--- config.mk ---
export PLATFORM = sky130hd
export DESIGN_NAME = rvm_shift_unit
export DESIGN_NICKNAME = d
export VERILOG_FILES = /design/src/rtl/rvm_shift_unit_pkg.sv /design/src/rtl/rvm_shift_step.sv /design/src/rtl/rvm_shift_unit.sv
export SDC_FILE = /design/constraint.sdc
export NUM_CORES = 1
export LEC_CHECK = 0
export ABC_AREA = 0
export CORE_ASPECT_RATIO = 2
export CORE_UTILIZATION = 32
export CTS_BUF_LIST = sky130_fd_sc_hd__clkbuf_16
export DETAILED_ROUTE_END_ITERATION = 10
export DONT_BUFFER_PORTS = 1
export PLACE_DENSITY_LB_ADDON = 0.15
export SYNTH_ARGS = -nofsm -noshare
export SYNTH_HDL_FRONTEND = slang
export SYNTH_HIERARCHICAL = 1
export SYNTH_SLANG_ARGS = --single-unit
--- constraint.sdc ---
create_clock -name clk -period 1.2 [get_ports clk]
set_input_delay 0.18 -clock clk [delete_from_list [all_inputs] [get_ports clk]]
set_output_delay 0.18 -clock clk [all_outputs]
set_load 0.05 [all_outputs]
--- src/rtl/rvm_shift_unit_pkg.sv ---
// Shared shift-unit constants: op encodings, FSM states and shift width.
// Also used by rvm_control when driving f_shf_op.
package rvm_shift_unit_pkg;

    localparam int RVM_SHAMT_W = 5;

    localparam logic [1:0] RVM_SHF_OP_PASS = 2'b00;
    localparam logic [1:0] RVM_SHF_OP_SLL  = 2'b01;
    localparam logic [1:0] RVM_SHF_OP_SRL  = 2'b10;
    localparam logic [1:0] RVM_SHF_OP_SRA  = 2'b11;

    typedef enum logic [1:0] {
        RVM_SHF_IDLE  = 2'd0,
        RVM_SHF_SHIFT = 2'd1,
        RVM_SHF_DONE  = 2'd2
    } rvm_shf_state_t;

endpackage

--- src/rtl/rvm_shift_step.sv ---
// Combinational single-bit shift by op; SRA replicates the current MSB.
// Pass-through returns the operand unchanged.
module rvm_shift_step
    import rvm_shift_unit_pkg::*;
#(
    parameter int XLEN = 32
) (
    input  logic [XLEN-1:0] d,
    input  logic [1:0]      op,
    output logic [XLEN-1:0] q
);

    always_comb begin
        q = d;
        case (op)
            RVM_SHF_OP_SLL: q = {d[XLEN-2:0], 1'b0};
            RVM_SHF_OP_SRL: q = {1'b0, d[XLEN-1:1]};
            RVM_SHF_OP_SRA: q = {d[XLEN-1], d[XLEN-1:1]};
            default:        q = d;
        endcase
    end

endmodule

--- src/rtl/rvm_shift_unit.sv ---
// RV32I SLL/SRL/SRA unit: iterative 1 bit/cycle by default,
// single-cycle barrel shifter when RVM_SHIFT_BARREL_EN is defined.
module rvm_shift_unit
    import rvm_shift_unit_pkg::*;
#(
    parameter int XLEN    = 32,
    parameter int SHAMT_W = RVM_SHAMT_W
) (
    input  logic            clk,
    input  logic            resetn,
    input  logic            f_shf_en,
    input  logic [XLEN-1:0] f_shf_lhs,
    input  logic [XLEN-1:0] f_shf_rhs,
    input  logic [1:0]      f_shf_op,
    output logic            f_shf_valid,
    output logic [XLEN-1:0] f_shf_result
);

    rvm_shf_state_t     state;
    rvm_shf_state_t     state_nxt;
    logic [SHAMT_W-1:0] amt;
    logic               accept;
    logic               unused_rhs;

    assign amt        = f_shf_rhs[SHAMT_W-1:0];
    assign accept     = (state == RVM_SHF_IDLE) && f_shf_en;
    assign unused_rhs = ^f_shf_rhs[XLEN-1:SHAMT_W];

    always_ff @(posedge clk or negedge resetn) begin
        if (!resetn) state <= RVM_SHF_IDLE;
        else         state <= state_nxt;
    end

    always_comb begin
        f_shf_valid = (state == RVM_SHF_DONE);
    end

`ifdef RVM_SHIFT_BARREL_EN

    // Stage i applies one more bit of shift while i < amt.
    logic [XLEN-1:0] chain [XLEN];

    assign chain[0] = f_shf_lhs;

    for (genvar i = 0; i < XLEN - 1; i++) begin : g_stage
        logic [XLEN-1:0] stepped;

        rvm_shift_step #(
            .XLEN (XLEN)
        ) u_step (
            .d  (chain[i]),
            .op (f_shf_op),
            .q  (stepped)
        );

        assign chain[i+1] = (SHAMT_W'(i) < amt) ? stepped : chain[i];
    end

    always_comb begin
        state_nxt = state;
        case (state)
            RVM_SHF_IDLE: if (f_shf_en) state_nxt = RVM_SHF_DONE;
            RVM_SHF_DONE: state_nxt = RVM_SHF_IDLE;
            default:      state_nxt = RVM_SHF_IDLE;
        endcase
    end

    always_ff @(posedge clk or negedge resetn) begin
        if (!resetn)     f_shf_result <= '0;
        else if (accept) f_shf_result <= chain[XLEN-1];
    end

`else

    logic [SHAMT_W-1:0] count;
    logic [1:0]         op_q;
    logic [XLEN-1:0]    stepped;

    rvm_shift_step #(
        .XLEN (XLEN)
    ) u_step (
        .d  (f_shf_result),
        .op (op_q),
        .q  (stepped)
    );

    always_comb begin
        state_nxt = state;
        case (state)
            RVM_SHF_IDLE: begin
                if (f_shf_en) begin
                    if (amt == '0 || f_shf_op == RVM_SHF_OP_PASS)
                        state_nxt = RVM_SHF_DONE;
                    else
                        state_nxt = RVM_SHF_SHIFT;
                end
            end
            RVM_SHF_SHIFT: begin
                if (count == SHAMT_W'(1)) state_nxt = RVM_SHF_DONE;
            end
            RVM_SHF_DONE: state_nxt = RVM_SHF_IDLE;
            default:      state_nxt = RVM_SHF_IDLE;
        endcase
    end

    // Operands are latched at acceptance; later input changes are ignored.
    always_ff @(posedge clk or negedge resetn) begin
        if (!resetn) begin
            f_shf_result <= '0;
            count        <= '0;
            op_q         <= RVM_SHF_OP_PASS;
        end else if (accept) begin
            f_shf_result <= f_shf_lhs;
            count        <= amt;
            op_q         <= f_shf_op;
        end else if (state == RVM_SHF_SHIFT) begin
            f_shf_result <= stepped;
            count        <= count - SHAMT_W'(1);
        end
    end

`endif

endmodule

* Word level (Yosys, flattened, before mapping)
Index checks and enable logic that the tools add are counted.
W data, S select, Z words.
** Storage, ports and cells
- Bits in registers :: 41
- Output and inout port bits :: 33
- Word-level logic and storage cells :: 35
** Operators by class
- $add $sub $neg :: 1
- Equal/unequal tests :: 9
- Mux-type cells :: 9
- Reduce and logical (&&, ||, !) cells :: 11
** Operator list (count)
- $pmux W32 S3 :: 1
- $mux W32 :: 2
- $mux W5 :: 2
- $eq A2 B2 Y1 const B :: 3
- $mux W2 :: 3
- $ne A2 B2 Y1 const B :: 3
- $eq A5 B1 Y1 const B :: 1
- $logic_not A5 Y1 :: 1
- $sub A5 B1 Y5 const B :: 1
- $eq A2 B1 Y1 const B :: 2
- $logic_not A2 Y1 :: 2
- $pmux W2 S2 :: 1
- $reduce_and A2 Y1 :: 2
- $reduce_bool A4 Y1 :: 1
- $reduce_and A3 Y1 :: 1
- $reduce_bool A3 Y1 :: 1
- $reduce_bool A2 Y1 :: 1
- $logic_and A1 B1 Y1 :: 1
- $logic_or A1 B1 Y1 :: 1

* Longest topological paths before layout
- Depth after elaboration :: 5
- Gate-level depth with buffers :: 6

* By module
Netlist, hierarchy kept.
** Modules (own cells, without submodules)
- rvm_shift_unit :: times used 1, cells each 238, area each 2277.2 um2
- rvm_shift_step :: times used 1, cells each 105, area each 676.9 um2

* Worst setup path after synthesis
OpenSTA, ideal clock, no wires.
- Path type :: reg2out
- From :: reg state[1]
- To :: out f_shf_valid
- Arrival time :: 1545 ps
- Required time :: 1020 ps
- Setup slack :: -525 ps
- Cell stages (with the launch flop) :: 5
- Cells stage by stage :: dfrtp_1 -> buf_6 -> buf_2 -> buf_2 -> nor2b_1
** Between the ends
- Longest elaborated chain between the ends :: 1
** RTL lines
- start: declaration :: line rvm_shift_unit.sv:19 : rvm_shf_state_t state;
- start signal: assignment :: line rvm_shift_unit.sv:31 : else state <= state_nxt;
- $eq A2 B2 Y1 :: line rvm_shift_unit.sv:35 : f_shf_valid = (state == RVM_SHF_DONE);
- end: declaration :: line rvm_shift_unit.sv:15 : output logic f_shf_valid,
No other way between the ends.

* Worst setup path in the final report
- From :: reg state[1]
- To :: reg op_q[0]
** Between the ends
- Longest elaborated chain between the ends :: 2
** RTL lines
- $logic_not A2 Y1 :: line rvm_shift_unit.sv:26 : assign accept = (state == RVM_SHF_IDLE) && f_shf_en;
- $logic_and A1 B1 Y1 :: line rvm_shift_unit.sv:26
- end signal: assignment :: line rvm_shift_unit.sv:115 : op_q <= f_shf_op;
- end: declaration :: line rvm_shift_unit.sv:76 : logic [1:0] op_q;
No other way between the ends.
A chain may end at the register's enable or synchronous reset.

==> impl_metrics.env <==
export IMPL_yosysSeqAreaShare_pct=34.73
export IMPL_crit_fanout=7
export IMPL_intPower_mw=6.861
export IMPL_cp_endpoint="op_q[0]"
export IMPL_fin_nets=473
export IMPL_tightest_slew_ns=0.2760
export IMPL_grt_first_pass_wirelength_mm=13.68
export IMPL_critPathRequiredTime_ns=1.37
export IMPL_post_route_min_period_ns=1.325
export IMPL_critPathTopFamily="flip-flops"
export IMPL_path_clk_slew_ns=0.06
export IMPL_maxCapViolCount=0
export IMPL_clockRootBuffer="clkbuf_16"
export IMPL_r2r_slack_ns=-0.12
export IMPL_grt_setup_unrepaired="true"
export IMPL_ys_types=38
export IMPL_synth_largest_type_area_fraction_pct=34.73
export IMPL_cts_tree="done"
export IMPL_critPathLaunch="state[1]"
export IMPL_cp_slowest_stage_delay_ns=0.43
export IMPL_hold_viol_final=0
export IMPL_dp_slack_ns=-0.1109
export IMPL_gp_congestion=0.7536
export IMPL_area_growth_pct=35.11
export IMPL_first_pass_iters=4
export IMPL_arrival_ns=1.50
export IMPL_num_io_pins=102
export IMPL_skew_ns=0.005105
export IMPL_pwr_share_clk_pct=10.0
export IMPL_syn_area_sq_um=2954
export IMPL_worst_r2r_startpoint="state[1]"
export IMPL_outcome="complete, but fails checks"
export IMPL_fp_dieW_um=69.94
export IMPL_ys_seq_elements=41
export IMPL_die_area_sq_um=9643
export IMPL_fmax_mhz=754.9
export IMPL_slew_violations=0
export IMPL_grt_max_degree=42
export IMPL_synthCells=343
export IMPL_rr_worst_depth=3
export IMPL_start_util_pct=33.00
export IMPL_hold_path_class="primary input to flip-flop"
export IMPL_grt_usage_pct=17.98
export IMPL_clockBufferDepth=2
export IMPL_yosysWarnings=6
export IMPL_max_slew_margin_pct=81.34
export IMPL_worstReg2RegEnd="op_q[0]"
export IMPL_cp_end_kind="flip-flop"
export IMPL_grt_overflow_total=0
export IMPL_first_global_vias=2749
export IMPL_drive_above_1_share_pct=33.75
export IMPL_die_h_um=137.9
export IMPL_path_cells="buf_6 -> nor3b_4 -> mux2_4"
export IMPL_final_common_cell="o21ai_1"
export IMPL_wl_per_cell_um=17.53
export IMPL_post_dp_hpwl_mm=5.977
export IMPL_switching_power_mw=6.286
export IMPL_viasPerCell=5.434
export IMPL_fin_crit_sh_pct=110.4
export IMPL_antenna_found_initial=0
export IMPL_mostFrequentLayoutCells="65 x o21ai_1, 54 x buf_4, 35 x nor2b_1"
export IMPL_core_sq_um=8951
export IMPL_core_rowCount=49
export IMPL_synth_nets=414
export IMPL_avgSynthCellArea_sq_um=8.612
export IMPL_route_vias_total=2744
export IMPL_combinationalPowerShare_pct=67.1
export IMPL_htree_levels=2
export IMPL_yosysTopAreaCell="dfrtp_1"
export IMPL_drtAntennaViolNets=0
export IMPL_p_leak_nw=1.695
export IMPL_clock_sinks=41
export IMPL_failed_checks="negative setup slack"
export IMPL_start_kind="flip-flop"
export IMPL_diodes=0
export IMPL_p_sw_share_pct=47.81
export IMPL_peakVddDrop_mv=1.220
export IMPL_drcViolationCount=0
export IMPL_finalWorstSetupSlack_ns=-0.1247
export IMPL_synth_area_leaders="dfrtp_1 35%, mux2i_1 10%, o21ai_1 9.3%"
export IMPL_p_per_area_nw_per_um2=3294
export IMPL_path_buf_inv=1
export IMPL_p_seq_share_pct=22.9
export IMPL_drt_iter0_drc=99
export IMPL_wirelength_mm=8.853
export IMPL_fin_hold_ws_ns=0.03382
export IMPL_io_buffers=0
export IMPL_cp_slowest_cell="dfrtp_2"
export IMPL_cp_depth=3
export IMPL_cts_made_buffers=5
export IMPL_insertion_delay_ns=0.29
export IMPL_setup_viol=39
export IMPL_path_class="flip-flop to flip-flop"
-- through the flow --
step	instances	total power, mW	TNS, ns	instance area [sq um]	utilization (%)
floorplan	343	8.478	-0.4433	3005	-
global placement	474	10.47	-1.754	3457	38.62
detailed placement	474	10.57	-2.283	3457	38.62
CTS	491	12.54	-2.395	3804	42.49
global route	505	14.06	-5.552	3991	44.59
finish	505	13.15	-2.510	3991	44.59
-- timing repair --
| item | in CTS | in global routing |
|---|---|---|
| setup buffers | 7 | 10 |
| setup endpoints to repair | 43 | 44 |
| resized for setup | 30 | 15 |
| hold endpoints to repair | 41 | 0 |
| pin swaps | 12 | 7 |
| gates cloned | 0 | 4 |
| hold buffers | 2 | 0 |
-- Yosys cell counts --
library cell  count
o21ai_1          55
dfrtp_1          41
nor2b_1          37
a21oi_1          35
a22oi_1          32
nand2_1          31
mux2i_1          30
o21ai_0          12
buf_2             9
buf_6             9
clkbuf_1          9
buf_4             6
inv_1             5
nor2_1            3
a22o_1            2
a2bb2oi_1         2
ha_1              2
mux2_2            2
nand3_1           2
a221o_1           1
a221oi_1          1
a311o_1           1
a31oi_1           1
and3_1            1
and3b_1           1
mux2_4            1
nand2b_1          1
nand3b_1          1
nand4_1           1
nor2_4            1
nor2b_4           1
nor3_1            1
nor3b_4           1
nor4b_1           1
o311a_1           1
o31a_1            1
o32ai_1           1
or4_4             1
-- worst min-delay path by stage --
stage | startpoint | slack, ns | endpoint | depth (start not counted)
4_1_cts | f_shf_op[1] | 0.03 | op_q[1] | 1
2_1_floorplan | resetn | -0.12 | count[0] | 0
5_1_grt | f_shf_op[1] | 0.02 | op_q[1] | 1
3_5_place_dp | resetn | -0.11 | f_shf_result[8] | 0
6_report | f_shf_rhs[4] | 0.03 | count[4] | 2
3_3_place_gp | resetn | -0.11 | f_shf_result[8] | 0
-- routing by layer --
metal  GRT usage (%)  vias to the layer above  routed length (um)
li1                -                     1359                   -
met1           19.11                     1319                3397
met2           35.10                       57                4979
met3           2.834                        9                 332
met4           6.333                        0                 144
met5               0                        -                   0
-- kinds of logic after synthesis --
group                    after synthesis  synth area share [%]
multiplexers                          33                 11.44
adder cells (fa/ha/maj)                2                0.8470
AO/OA/AOI/OAI                        145                 28.72
AND/OR/NAND/NOR                       84                 16.01
flip-flops                            41                 34.73
buffers and inverters                 38                 8.259
-- power groups by stage --
stage	clock network (mW)	registers, mW	logic [mW]
floorplan	0	4.30	4.18
global placement	0	3.03	7.44
detailed placement	0	3.05	7.52
CTS	1.35	3.00	8.19
global route	1.42	3.13	9.51
finish	1.32	3.01	8.82
-- final cells by class --
type | count | area (sq um)
Tap cell | 102 | 127.6
Timing Repair Buffer | 84 | 849.6
Inverter | 5 | 18.77
Sequential cell | 41 | 1052
Fill cell | 883 | 4960
Multi-Input combinational cell | 265 | 1807
Clock buffer | 5 | 125.1
Clock inverter | 3 | 11.26
-- flip-flops by register name, indices dropped and copies added, names as in the netlist --
register,cells
state,2
op_q,2
count,5
f_shf_result,32
-- worst register-to-register path, stage by stage (launching register included) --
cell and delay (ns):
dfrtp_2 0.43, buf_6 0.16, nor3b_4 0.30, mux2_4 0.32
Power figures use the tool's default switching activity.
